## src/rtl/mux_pkg.sv

```systemverilog
// mux_pkg: shared constants for the 2:1 mux datapath and its feeder.
// Select encoding and occupancy-width helper live here.
package mux_pkg;

  localparam int MUX_WIDTH = 2;

  localparam logic SEL_A = 1'b0;
  localparam logic SEL_B = 1'b1;

  // Occupancy counter must represent 0..depth inclusive.
  function automatic int cnt_w(input int depth);
    return $clog2(depth) + 1;
  endfunction

endpackage

```

## src/rtl/mux2to1.sv

```systemverilog
// mux2to1: the existing 2-bit 2:1 mux datapath.
// sel = SEL_A picks a, SEL_B picks b.
module mux2to1
  import mux_pkg::*;
#(
  parameter int W = MUX_WIDTH
) (
  input  logic [W-1:0] a,
  input  logic [W-1:0] b,
  input  logic         sel,
  output logic [W-1:0] y
);

  assign y = (sel == SEL_B) ? b : a;

endmodule

```

## src/rtl/mux_rr_feeder.sv

```systemverilog
// mux_rr_feeder: round-robin arbiter over two valid/ready sources that
// steers the 2:1 mux and buffers the chosen word in a small FIFO.
module mux_rr_feeder
  import mux_pkg::*;
#(
  parameter int WIDTH = MUX_WIDTH,
  parameter int DEPTH = 2
) (
  input  logic                    Clk,
  input  logic                    Rst,
  input  logic [WIDTH-1:0]        A,
  input  logic                    AValid,
  output logic                    AReady,
  input  logic [WIDTH-1:0]        B,
  input  logic                    BValid,
  output logic                    BReady,
  output logic                    Sel,
  output logic [WIDTH-1:0]        C,
  output logic                    CValid,
  input  logic                    CReady,
  output logic [cnt_w(DEPTH)-1:0] Count
);

  localparam int AW = $clog2(DEPTH);
  localparam int CW = cnt_w(DEPTH);

  logic             last_sel;
  logic             grant;
  logic             full;
  logic             push;
  logic             pop;
  logic [AW-1:0]    wptr;
  logic [AW-1:0]    rptr;
  logic [WIDTH-1:0] wdata;
  logic [WIDTH-1:0] mem [DEPTH];

  // Idle keeps the previous grant so the mux select never toggles
  // without a transfer.
  always_comb begin
    grant = last_sel;
    unique case (1'b1)
      (AValid && BValid):  grant = ~last_sel;
      (AValid && !BValid): grant = SEL_A;
      (!AValid && BValid): grant = SEL_B;
      default:             grant = last_sel;
    endcase
  end

  assign full   = (Count == CW'(DEPTH));
  assign Sel    = grant;
  assign AReady = (grant == SEL_A) && !full;
  assign BReady = (grant == SEL_B) && !full;

  assign push = (AValid && AReady) || (BValid && BReady);
  assign pop  = CValid && CReady;

  assign CValid = (Count != '0);
  assign C      = CValid ? mem[rptr] : '0;

  mux2to1 #(
    .W (WIDTH)
  ) u_mux (
    .a   (A),
    .b   (B),
    .sel (Sel),
    .y   (wdata)
  );

  always_ff @(posedge Clk or posedge Rst) begin
    if (Rst) begin
      last_sel <= SEL_B;
      wptr     <= '0;
      rptr     <= '0;
      Count    <= '0;
    end else begin
      if (push) begin
        last_sel <= grant;
        wptr     <= wptr + AW'(1);
      end
      if (pop) begin
        rptr <= rptr + AW'(1);
      end
      unique case ({push, pop})
        2'b10:   Count <= Count + CW'(1);
        2'b01:   Count <= Count - CW'(1);
        default: Count <= Count;
      endcase
    end
  end

  // Storage needs no reset: C is masked while the FIFO is empty.
  always_ff @(posedge Clk) begin
    if (push) begin
      mem[wptr] <= wdata;
    end
  end

endmodule

```

## config.mk

```make
export PLATFORM = sky130hd
export DESIGN_NAME = mux_rr_feeder
export DESIGN_NICKNAME = d
export VERILOG_FILES = /design/src/rtl/mux_pkg.sv /design/src/rtl/mux2to1.sv /design/src/rtl/mux_rr_feeder.sv
export SDC_FILE = /design/constraint.sdc
export NUM_CORES = 1
export LEC_CHECK = 0
export ABC_AREA = 1
export CAP_MARGIN = 25
export CORE_AREA = 10 10 47 49
export CTS_CLUSTER_SIZE = 10
export DETAILED_ROUTE_END_ITERATION = 12
export DIE_AREA = 0 0 57 59
export HOLD_SLACK_MARGIN = 0.02
export PLACE_DENSITY_LB_ADDON = 0.1
export SKIP_CTS_REPAIR_TIMING = 1
export SLEW_MARGIN = 20
export SYNTH_ARGS = -nofsm -noshare
export SYNTH_HDL_FRONTEND = slang
export SYNTH_SLANG_ARGS = --single-unit
export TNS_END_PERCENT = 10
```

## constraint.sdc

```tcl
create_clock -name Clk -period 2 [get_ports Clk]
set_clock_uncertainty 0.1 [all_clocks]
set_input_delay 0.2 -clock Clk [delete_from_list [all_inputs] [get_ports Clk]]
set_output_delay 0.2 -clock Clk [all_outputs]
set_load 0.005 [all_outputs]
```

Yosys cells after proc, flatten, opt, wreduce, memory -nomap -nowiden --
Memories as Yosys holds them, arrays and structs flattened. Index checks and enable logic that the tools add are counted.
Cells by class: add/subtract/negate cells 4, eq/ne operators 3, reductions and logical operators 14, multiplexer cells 6, bitwise gates (word level) 2
Operators with widths (count):
- logical AND 1 bit | 8
- == test 2 bit (second input constant) | 2
- 2-to-1 mux 2 bit | 2
- case mux 2 bit (2 select lines) | 1
- nonzero test 2 bit | 2
- logical NOT 1 bit | 3
- case mux 1 bit (3 select lines) | 1
- adder 1 bit (second input constant) | 2
- adder 2 x 1 -> 2 bit (second input constant) | 1
- == test 2 x 1 -> 1 bit (second input constant) | 1
- 2-to-1 mux 1 bit | 2
- NOT 1 bit | 2
- subtractor 2 x 1 -> 2 bit (second input constant) | 1
- logical OR 1 bit | 1
Storage, ports and cells: output and inout bits 8, memories kept 1, logic and storage cells 34, input bits 9, RAM bits 4, register bits 5
Memories:
- mem | words 2, bits a word 2, read ports 1, clocked after memory_dff 0, write ports 1, RTL line mux_rr_feeder.sv:35 | logic [WIDTH-1:0] mem [DEPTH];

Depth between registers and ports, before layout --
word-level depth 9, gate-level depth with buffers 9, mapped depth without buffers 9

Cells and area by module --
Synthesis repeated with hierarchy kept, for this count alone.
Unflattened totals: cell total of the unflattened synthesis 64, area, all modules 499.2 µm²
By module, submodules not included:
- mux_rr_feeder | seq. area each 246.5 µm², instances 1, area each 473.0 µm², cells each 57
- mux2to1 | seq. area each 0.0 µm², instances 1, area each 26.3 µm², cells each 7

Least setup slack after synthesis --
OpenSTA, ideal clock, no wires.
kind reg-to-reg, from register Count[0], to register Count[1], data arrival time 1237 ps, required time 1783 ps, path buffers 0, cell stages (with the launch flop) 8, library setup time 117 ps, path slack 546 ps, clock period less this slack 1454 ps, path through dfrtp_1 nor2_2 nor2_4 ha_1 inv_1 nand3_1 nand2_1 nand2_1
Between the ends: elaborated cells between the ends (all ways) 15, classes of those cells 2 x add/sub; 3 x eq/ne; 1 x mux; 9 x reduce/logical
RTL lines:
- start: declaration | RTL line mux_rr_feeder.sv:21 | output logic [cnt_w(DEPTH)-1:0] Count
- start signal: assignment | RTL line mux_rr_feeder.sv:84 | 2'b10: Count <= Count + CW'(1);
- start signal: assignment | RTL line mux_rr_feeder.sv:85 | 2'b01: Count <= Count - CW'(1);
- start signal: assignment | RTL line mux_rr_feeder.sv:86 | default: Count <= Count;
- nonzero test 2 bit (*) | RTL line mux_rr_feeder.sv:57 | assign CValid = (Count != '0);
- logical AND 1 bit (*) | RTL line mux_rr_feeder.sv:55 | assign pop = CValid && CReady;
- via pop | RTL line mux_rr_feeder.sv:31 | logic pop;
- == test 2 x 1 -> 1 bit / == test 2 bit (equally long branches) | RTL line mux_rr_feeder.sv:83 | unique case ({push, pop})
- case mux 2 bit (2 select lines) / nonzero test 2 bit (equally long branches)
Mark *: on every way through the listed nets, which the timed path passes. The rest lies on a longest branch. A chain may end at the register's enable or synchronous reset.

Worst setup path after layout --
from register last_sel, to output port BReady
Between the ends: longest elaborated chain between the ends 3
RTL lines:
- start: declaration | RTL line mux_rr_feeder.sv:27 | logic last_sel;
- start signal: assignment | RTL line mux_rr_feeder.sv:77 | last_sel <= grant;
- NOT 1 bit | RTL line mux_rr_feeder.sv:42 | (AValid && BValid): grant = ~last_sel;
- case mux 1 bit (3 select lines) (*) | RTL line mux_rr_feeder.sv:41 | unique case (1'b1)
- logical AND 1 bit (*) | RTL line mux_rr_feeder.sv:52 | assign BReady = (grant == SEL_B) && !full;
- end: declaration | RTL line mux_rr_feeder.sv:16 | output logic BReady,
Mark *: on every way between the ends. The rest lies on a longest branch, timed or not.

==> flow_summary.ini <==
[clock_tree]
clkTransAtPathRegs_ps = 70
cts.sinks = 9
cts_tree = done
cts_made_buffers = 3
cts_root_buf = clkbuf_4
clkLatencyLatePin_ps = 270
htreeDepth = 1
cts_buffer_depth = 2

[placement]
place.gp.congestion = 0.657
portBuffers = 16
dp_hpwl_um = 891
placed_area_um2 = 681

[timing]
min_period_ps = 1900
finalSetupViolCount = 0
worstMarginPinSlew_ps = 304
finalHoldViolCount = 0
slew_headroom_pct = 79.5
finalCritPeriodShare_pct = 95.0
fmax_ghz = 0.526
slew_violations = 0
tns_ps = 0
hold_slack_ps = 28.3
grt_setup_unrepaired = no

[synth]
synth_nets = 75
syn-cell-area_um2 = 500
synth_top_family_by_area = simple AND/OR/NAND/NOR gates
synthTopCellsByArea = edfxtp_1 24%, dfrtp_1 20%, nand2_1 19%
yosysSeqAreaShare_pct = 49.3
synth-simple-area-share_pct = 31.8
synthCells = 65
async_flop_share_pct = 55.6
ys_seq_elements = 9
synthAdderAreaFrac_pct = 2.50
synth_xor_area_share_pct = 1.75
synth_common_cells = 25 x nand2_1, 11 x inv_1, 5 x nor2_1
synth_compound_gate_area_share_pct = 5.75
ys_types = 17
synth_mux_area_share_pct = 0
synth_top_cell_by_area = edfxtp_1
syn_area_per_cell_um2 = 7.70
synth.most_common_cell = nand2_1
yosysTopAreaCellShare_pct = 24.0
yosysWarnings = 0
synth_flop_cell = edfxtp_1
synth_edf_count = 4

[finish]
area_growth_pct = 41.7
drive_above_1_share_pct = 11.8
finalInstanceArea_um2 = 709
final_core_util_pct = 50.6
nets = 96
antennaDiodeCount = 0

[routing]
drtIter0Drc = 6
drt-total-wl_um = 1100
detailroute.via_count = 453
firstDrtPassIters = 2
ant_nets = 0
drc = 0
wl_per_cell_um = 10.9
viasPerCell = 4.49

[worst_setup_path]
critical_path_arrival_ps = 1600
critPathLaunchType = register
path_max_fanout = 5
crit_chain = o21ai_0 -> nor2_1 -> clkdlybuf4s50_1
cp_slowest_stage_delay_ps = 570
crit_family = flip-flops
critPathCaptureType = output port
cp.buffers_inverters = 1
cp_slowest_cell = dfstp_2
crit_type = reg2out
required_ps = 1700

[die]
die_y_um = 59
core_area_mm2 = 0.00140
start_util_pct = 35.7
dieArea_mm2 = 0.00336
placementRows = 14
die_x_um = 57
ios = 17

[min_path]
hold_path.class = in2async

[global_routing]
grt_max_degree = 7
antenna_found_initial = 0
grt_pass1_vias = 477
grt_pass1_wl_um = 1870
track_usage_pct = 7.24
grt-ovfl-total = 0

[power]
power_frac_comb_pct = 51.0
p_sw_share_pct = 38.0
switching_power_uw = 407
clockPowerShare_pct = 13.7
ir_drop_mv = 0.691
power_density_mw_per_mm2 = 1510
seq_power_share_pct = 35.3
p_leak_uw = 0.000350
power.internal_uw = 664

[run]
cap_viol_max_count = 0

[outcome]
status = finished, final reports clean
[layer usage]
metal / part of all wire, % / vias up / global-route usage, % / wire length, um
li1: - / 239 / - / -
met1: 40 / 190 / 6.33 / 444
met2: 44 / 19 / 11.5 / 490
met3: 10 / 5 / 3.43 / 115
met4: 4.8 / 0 / 8.05 / 53
met5: 0 / - / 0 / 0
[final timing paths]
kind                                from  endpoint  slack, ps  depth (start not counted)
worst max-delay path            last_sel    BReady        100                          3
worst min-delay path                 Rst  Count[1]         30                          2
max in group asynchronous            Rst  last_sel       1530                          2
worst min register to register      wptr      wptr        380                          2
min in group Clk                    wptr      wptr        380                          2
worst max register to register  Count[0]  Count[1]        450                          7
[sequential cells by signal, indices dropped and copies added, names as in the netlist]
register / count
last_sel: 1
Count: 2
rptr: 1
wptr: 1
mem: 4
[power by group through the flow]
| stage | clock network, uW | registers (uW) | logic [uW] |
|---|---|---|---|
| floorplan | 0 | 369 | 307 |
| global placement | 0 | 382 | 555 |
| detailed placement | 0 | 381 | 560 |
| CTS | 155 | 379 | 565 |
| global route | 162 | 392 | 635 |
| finish | 146 | 378 | 546 |
[area by class of cell]
class                   count  area, um2
well taps                  16       20.0
inverters                  12       45.0
multi-input cells          44        209
clock buffers               4       26.3
repair buffers             16        163
flip-flops and latches      9        246
fillers                   143        692
[cell usage in the layout, fill, tap and decap left out, drive strengths merged]
cell,count
nand2,26
clkdlybuf4s50,15
inv,12
nor2,8
dfrtp,4
edfxtp,4
clkbuf,4
o21ai,3
nand3,2
a21oi,2
nand4,1
xnor2,1
ha,1
dfstp,1
dlymetal6s2s,1
[kinds of logic (layout without fill, tap and decap cells)]
| family | Yosys count | in the layout |
|---|---|---|
| AND/OR/NAND/NOR | 37 | 37 |
| buffers and inverters | 12 | 32 |
| AO/OA/AOI/OAI | 5 | 5 |
| XOR/XNOR | 1 | 1 |
| flip-flops | 9 | 9 |
| adder cells (fa/ha/maj) | 1 | 1 |
[through the flow]
step	power (uW)	setup slack, ps	instances
detailed placement	941	114	97
CTS	1100	10.8	101
global route	1190	2.82	101
floorplan	676	546	65
global placement	938	116	97
finish	1070	101	101
Note: power is estimated with default switching activity, not from simulation.
